**config.mk**
```make
export PLATFORM = sky130hd
export DESIGN_NAME = reorder_buffer
export DESIGN_NICKNAME = d
export VERILOG_FILES = /design/src/rtl/reorder_buffer_pkg.sv /design/src/rtl/reorder_buffer.sv
export SDC_FILE = /design/constraint.sdc
export NUM_CORES = 1
export LEC_CHECK = 0
export ABC_AREA = 1
export BUFFER_PORTS_ARGS = -buffer_cell sky130_fd_sc_hd__buf_2
export CAP_MARGIN = 20
export CORE_UTILIZATION = 55
export DETAILED_ROUTE_END_ITERATION = 16
export PLACE_DENSITY = 0.74
export SYNTH_ARGS = -nofsm -noshare
export SYNTH_HDL_FRONTEND = slang
export SYNTH_SLANG_ARGS = --single-unit
```
**constraint.sdc**
```tcl
create_clock -name clk -period 4.7 [get_ports clk]
set_clock_uncertainty 0.1 [all_clocks]
set_input_delay 0.47 -clock clk [delete_from_list [all_inputs] [get_ports clk]]
set_output_delay 0.47 -clock clk [all_outputs]
set_load 0.05 [all_outputs]
```
**src/rtl/reorder_buffer_pkg.sv**
```systemverilog
// Shared out-of-order core definitions: ROB sizing, FU select codes shared with
// decode, and the per-entry payload layout held in the reorder buffer.
package reorder_buffer_pkg;

  localparam int ROB_DEPTH = 8;
  localparam int IDX_W     = 3;
  localparam int PREG_W    = 7;
  localparam int AREG_W    = 6;

  localparam logic [2:0] FU_ALU    = 3'd0;
  localparam logic [2:0] FU_MUL    = 3'd1;
  localparam logic [2:0] FU_DIV    = 3'd2;
  localparam logic [2:0] FU_FPU    = 3'd3;
  localparam logic [2:0] FU_BRANCH = 3'd4;
  localparam logic [2:0] FU_CSR    = 3'd5;
  localparam logic [2:0] FU_LOAD   = 3'd6;
  localparam logic [2:0] FU_STORE  = 3'd7;

  typedef struct packed {
    logic [31:0]       pc;
    logic [31:0]       inst;
    logic [AREG_W-1:0] a_rd;
    logic              has_rd;
    logic [PREG_W-1:0] p_rd_new;
    logic [PREG_W-1:0] p_rd_old;
    logic [2:0]        fu_sel;
    logic [31:0]       redirect_pc;
  } rob_entry_t;

endpackage

```
**src/rtl/reorder_buffer.sv**
```systemverilog
// In-order retirement buffer: allocates at tail, marks completions from two
// writeback ports, retires one done entry per cycle at head, flushes on mispredict.
module reorder_buffer
  import reorder_buffer_pkg::*;
(
  input  logic              clk,
  input  logic              rst,
  input  logic              dispatch_valid,
  input  logic [31:0]       dispatch_pc,
  input  logic [31:0]       dispatch_inst,
  input  logic [AREG_W-1:0] dispatch_A_rd,
  input  logic              dispatch_has_rd,
  input  logic [PREG_W-1:0] dispatch_P_rd_new,
  input  logic [PREG_W-1:0] dispatch_P_rd_old,
  input  logic [2:0]        dispatch_fu_sel,
  output logic              rob_ready,
  output logic [IDX_W-1:0]  rob_idx,
  input  logic              wb0_valid,
  input  logic [IDX_W-1:0]  wb0_idx,
  input  logic              wb0_mispredict,
  input  logic [31:0]       wb0_redirect_pc,
  input  logic              wb1_valid,
  input  logic [IDX_W-1:0]  wb1_idx,
  output logic              commit_valid,
  output logic [31:0]       commit_pc,
  output logic [AREG_W-1:0] commit_A_rd,
  output logic [PREG_W-1:0] commit_P_rd_new,
  output logic [PREG_W-1:0] commit_P_rd_old,
  output logic              commit_has_rd,
  output logic              commit_store,
  output logic              commit_load,
  output logic              mispredict,
  output logic [31:0]       redirect_pc
);

  localparam logic [IDX_W:0] FULL_COUNT = (IDX_W+1)'(ROB_DEPTH);

  rob_entry_t           entries [ROB_DEPTH];
  logic [ROB_DEPTH-1:0] valid_q;
  logic [ROB_DEPTH-1:0] done_q;
  logic [ROB_DEPTH-1:0] mispred_q;
  logic [IDX_W-1:0]     head;
  logic [IDX_W-1:0]     tail;
  logic [IDX_W:0]       count;
  logic                 accept;

  // Ready depends only on the occupancy register, so a full buffer refuses
  // dispatch even in a cycle where the head retires.
  assign rob_ready = (count != FULL_COUNT);
  assign rob_idx   = tail;
  assign accept    = dispatch_valid && rob_ready && !mispredict;

  assign commit_valid    = !rst && valid_q[head] && done_q[head];
  assign commit_pc       = entries[head].pc;
  assign commit_A_rd     = entries[head].a_rd;
  assign commit_P_rd_new = entries[head].p_rd_new;
  assign commit_P_rd_old = entries[head].p_rd_old;
  assign commit_has_rd   = commit_valid && entries[head].has_rd;
  assign commit_store    = commit_valid && (entries[head].fu_sel == FU_STORE);
  assign commit_load     = commit_valid && (entries[head].fu_sel == FU_LOAD);
  assign mispredict      = commit_valid && mispred_q[head];
  assign redirect_pc     = entries[head].redirect_pc;

  // Port 1 is applied before port 0 so port 0 data wins on a shared index.
  always_ff @(posedge clk) begin
    if (rst) begin
      valid_q   <= '0;
      done_q    <= '0;
      mispred_q <= '0;
      head      <= '0;
      tail      <= '0;
      count     <= '0;
      for (int i = 0; i < ROB_DEPTH; i++) begin
        entries[i] <= '0;
      end
    end else if (mispredict) begin
      valid_q   <= '0;
      done_q    <= '0;
      mispred_q <= '0;
      head      <= '0;
      tail      <= '0;
      count     <= '0;
    end else begin
      if (wb1_valid && valid_q[wb1_idx]) begin
        done_q[wb1_idx] <= 1'b1;
      end
      if (wb0_valid && valid_q[wb0_idx]) begin
        done_q[wb0_idx] <= 1'b1;
        if (wb0_mispredict) begin
          mispred_q[wb0_idx]           <= 1'b1;
          entries[wb0_idx].redirect_pc <= wb0_redirect_pc;
        end
      end
      if (commit_valid) begin
        valid_q[head] <= 1'b0;
        done_q[head]  <= 1'b0;
        head          <= head + 1'b1;
      end
      if (accept) begin
        valid_q[tail]   <= 1'b1;
        done_q[tail]    <= 1'b0;
        mispred_q[tail] <= 1'b0;
        entries[tail]   <= '{pc:          dispatch_pc,
                             inst:        dispatch_inst,
                             a_rd:        dispatch_A_rd,
                             has_rd:      dispatch_has_rd,
                             p_rd_new:    dispatch_P_rd_new,
                             p_rd_old:    dispatch_P_rd_old,
                             fu_sel:      dispatch_fu_sel,
                             redirect_pc: 32'd0};
        tail            <= tail + 1'b1;
      end
      count <= count + (IDX_W+1)'(accept) - (IDX_W+1)'(commit_valid);
    end
  end

endmodule
```
==> out/metrics.yaml <==
global_route:
  grt_pass1_wl_um: 146600
  first_global_vias: 26120
  grt_max_degree: 202
  grt_usage: 0.3062
  gr-total-overflow: 0
  antenna_found_initial: 7
setup_path:
  timing_worst_setup_path_type: "reg -> out"
  cp_data_required_time_ns: 4.13
  path_max_fanout: 73
  r2r_setup_slack_ns: 0.99
  rr_startpoint: "head[0]"
  start_kind: "register"
  arrival_ns: 3.52
  end_kind: "primary output"
synthesis:
  ys_async_sr_fraction: 0
  synth_area_um2: 33320
  synthesis.nets: 3984
  yosys_warnings: 0
  synth-edff-count: 448
  seq_area_frac_synth: 0.5798
  synth_ff_type: "edfxtp_1"
  avgSynthCellArea_um2: 8.668
  syn_inst: 3844
  synth_seq_cells: 741
  ys_types: 37
power:
  intPower_mw: 10.99
  p_leak_nw: 14.35
  power_mw: 14.56
  pwr-share-comb: 0.082
  switchingPower_mw: 3.566
  power_frac_seq: 0.496
  p_sw_frac: 0.2449
  power_frac_clock: 0.422
  powerDensity_nw_per_um2: 392.1
  ir_worst_vdd_mv: 0.2793
clocking:
  cts_inserted_buffers: 77
  insertion_delay_ns: 0.62
  clock-root-buffer: "clkbuf_16"
  cts_setup_buffers: 0
  clk_pin_slew_ns: 0.06
  cts_hold_buf: 0
  cts_tree: "built"
  cts_sinks: 741
  htreeDepth: 3
  post_cts_resize_count: 0
  clockBufferDepth: 3
final_layout:
  nFillCells: 4997
  final_nets: 3967
  final_layout_size_suffix_gt1_frac: 0.1067
  fin_util: 0.6245
  area_growth_pct: 11.44
drt:
  drc: 0
  drtIter0Drc: 3095
  vias: 28470
  ant_nets: 0
  drt-wirelength-per-cell_um: 20.57
  drtPass1Iterations: 6
  routed_wl_um: 95950
  routed_via_density: 6.104
sta:
  slew_headroom: 0.3163
  fin_tns_setup_ns: 0
  finalMaxSlewViolations: 0
  min_period_over_period: 0.8708
  rsz0062_at_grt: "false"
  hold_viol: 0
  timing.fmax_mhz: 244.3
  min_period_ns: 4.093
  tightest_slew_ns: 1.026
  setup_viol: 0
floorplanning:
  die_w_um: 248.1
  coreArea_um2: 59460
  rows: 89
  initial_core_util: 0.5603
  die_area_um2: 61570
  die_height_um: 248.1
  ios: 225
worst_hold_path:
  hold_path_class: "in -> reg"
  hp-start: "wb0_redirect_pc[11]"
run_status:
  status: "finished, final reports clean"
run:
  drv_cap: 0
placed_design:
  io_buffers: 192
  hpwl_um: 50890
  place.gp.congestion: 0.9330
cell usage after synthesis (2+ instances only):
cell type	number	area [um2]
nand3_1	555	2778
inv_2	4	15.01
buf_2	69	345.3
xor2_1	3	26.28
o211ai_1	7	52.55
edfxtp_1	448	13450
buf_4	8	60.06
a32o_1	2	20.02
o22ai_1	89	556.8
ha_1	7	87.58
nor3_4	2	32.53
buf_1	19	71.32
nor2_2	9	56.30
dfxtp_1	293	5866
nor2_1	1100	4129
nor3_1	11	55.05
inv_1	110	412.9
clkbuf_1	226	848.3
o21ai_0	351	1757
a21oi_1	267	1336
clkbuf_2	30	150.1
nand2_1	125	469.2
nor3b_1	3	22.52
nand2_2	6	37.54
a31oi_1	85	531.8
nor2_4	3	33.78
a211oi_1	2	15.01
worst max-delay path, stage by stage (launching register included):
cell     delay (ns)
dfxtp_4        1.00
buf_4          0.61
o21ai_0        0.21
o22ai_1        0.21
nor2_1         0.06
a31oi_1        0.41
buf_2          0.36
through the flow:
| step | hold slack [ns] | area [um2] | instances | setup WS [ns] |
|---|---|---|---|---|
| floorplan | 0.3428 | 33320 | 3844 | 0.9858 |
| global placement | 0.3634 | 34540 | 4519 | 1.070 |
| detailed placement | 0.3690 | 34540 | 4519 | 1.055 |
| CTS | 0.07425 | 37070 | 4659 | 0.6035 |
| global route | 0.1020 | 37130 | 4662 | 0.5188 |
| finish | 0.1020 | 37130 | 4664 | 0.6073 |
per-layer routing:
metal,track usage,share of wire
met5,0,0.00071
met4,0.1306,0.033
met3,0.05344,0.10
met2,0.4893,0.47
met1,0.4120,0.39
power by group through the flow:
stage               clock, mW  combinational [mW]  sequential, mW
global route             6.44                1.28            7.25
CTS                      6.19                1.18            7.23
detailed placement          0                1.18            7.37
finish                   6.15                1.19            7.23
floorplan                   0               0.784            7.37
global placement            0                1.17            7.36
final timing paths:
kind,to,cells past startpoint
worst max-delay path,redirect_pc[5],6
worst min-delay path,entries[2][11],3
worst max register to register,entries[4][47],12
worst min register to register,entries[1][4],2
layout by cell type, fill, tap and decap left out, types with 4 or more instances in the layout:
master,count
inv_2,4
buf_2,192
clkbuf_1,14
a21oi_1,267
nand2_2,6
clkbuf_16,80
buf_4,47
buf_12,16
ha_1,7
nand3_1,555
o211ai_1,7
nor2_2,10
bufinv_16,6
dfxtp_1,291
clkinv_2,12
nand2_1,117
o22ai_1,89
nor2_1,1099
o21ai_0,351
inv_6,5
inv_1,106
clkbuf_8,8
nand2_4,9
clkinv_1,12
edfxtp_1,448
nor3_1,11
a31oi_1,85
state kept, by name, indices dropped and copies added (netlist names), named ones only:
name and count:
rob_idx 3, done_q 8, head 3, count 4, entries 704, valid_q 8, mispred_q 8
final cells by class:
cell class	count	area [um2]	area share
flip-flops and latches	741	19330	0.5205
clock inverters	38	370.4	0.009974
well taps	773	967.2	0.02605
inverters	115	461.7	0.01243
clock buffers	102	2165	0.05829
diodes	3	7.507	0.0002022
multi-input cells	2635	12150	0.3271
repair buffers	257	1689	0.04549
cells by family after synthesis:
group / after synthesis / share of synthesized area
compound gates: 805 / 0.1286
xor+xnor: 3 / 0.0007887
flops: 741 / 0.5798
fa+ha+maj: 8 / 0.003229
buf+inv: 468 / 0.05756
simple gates: 1819 / 0.2301
Note: power is estimated with default switching activity, not from simulation.
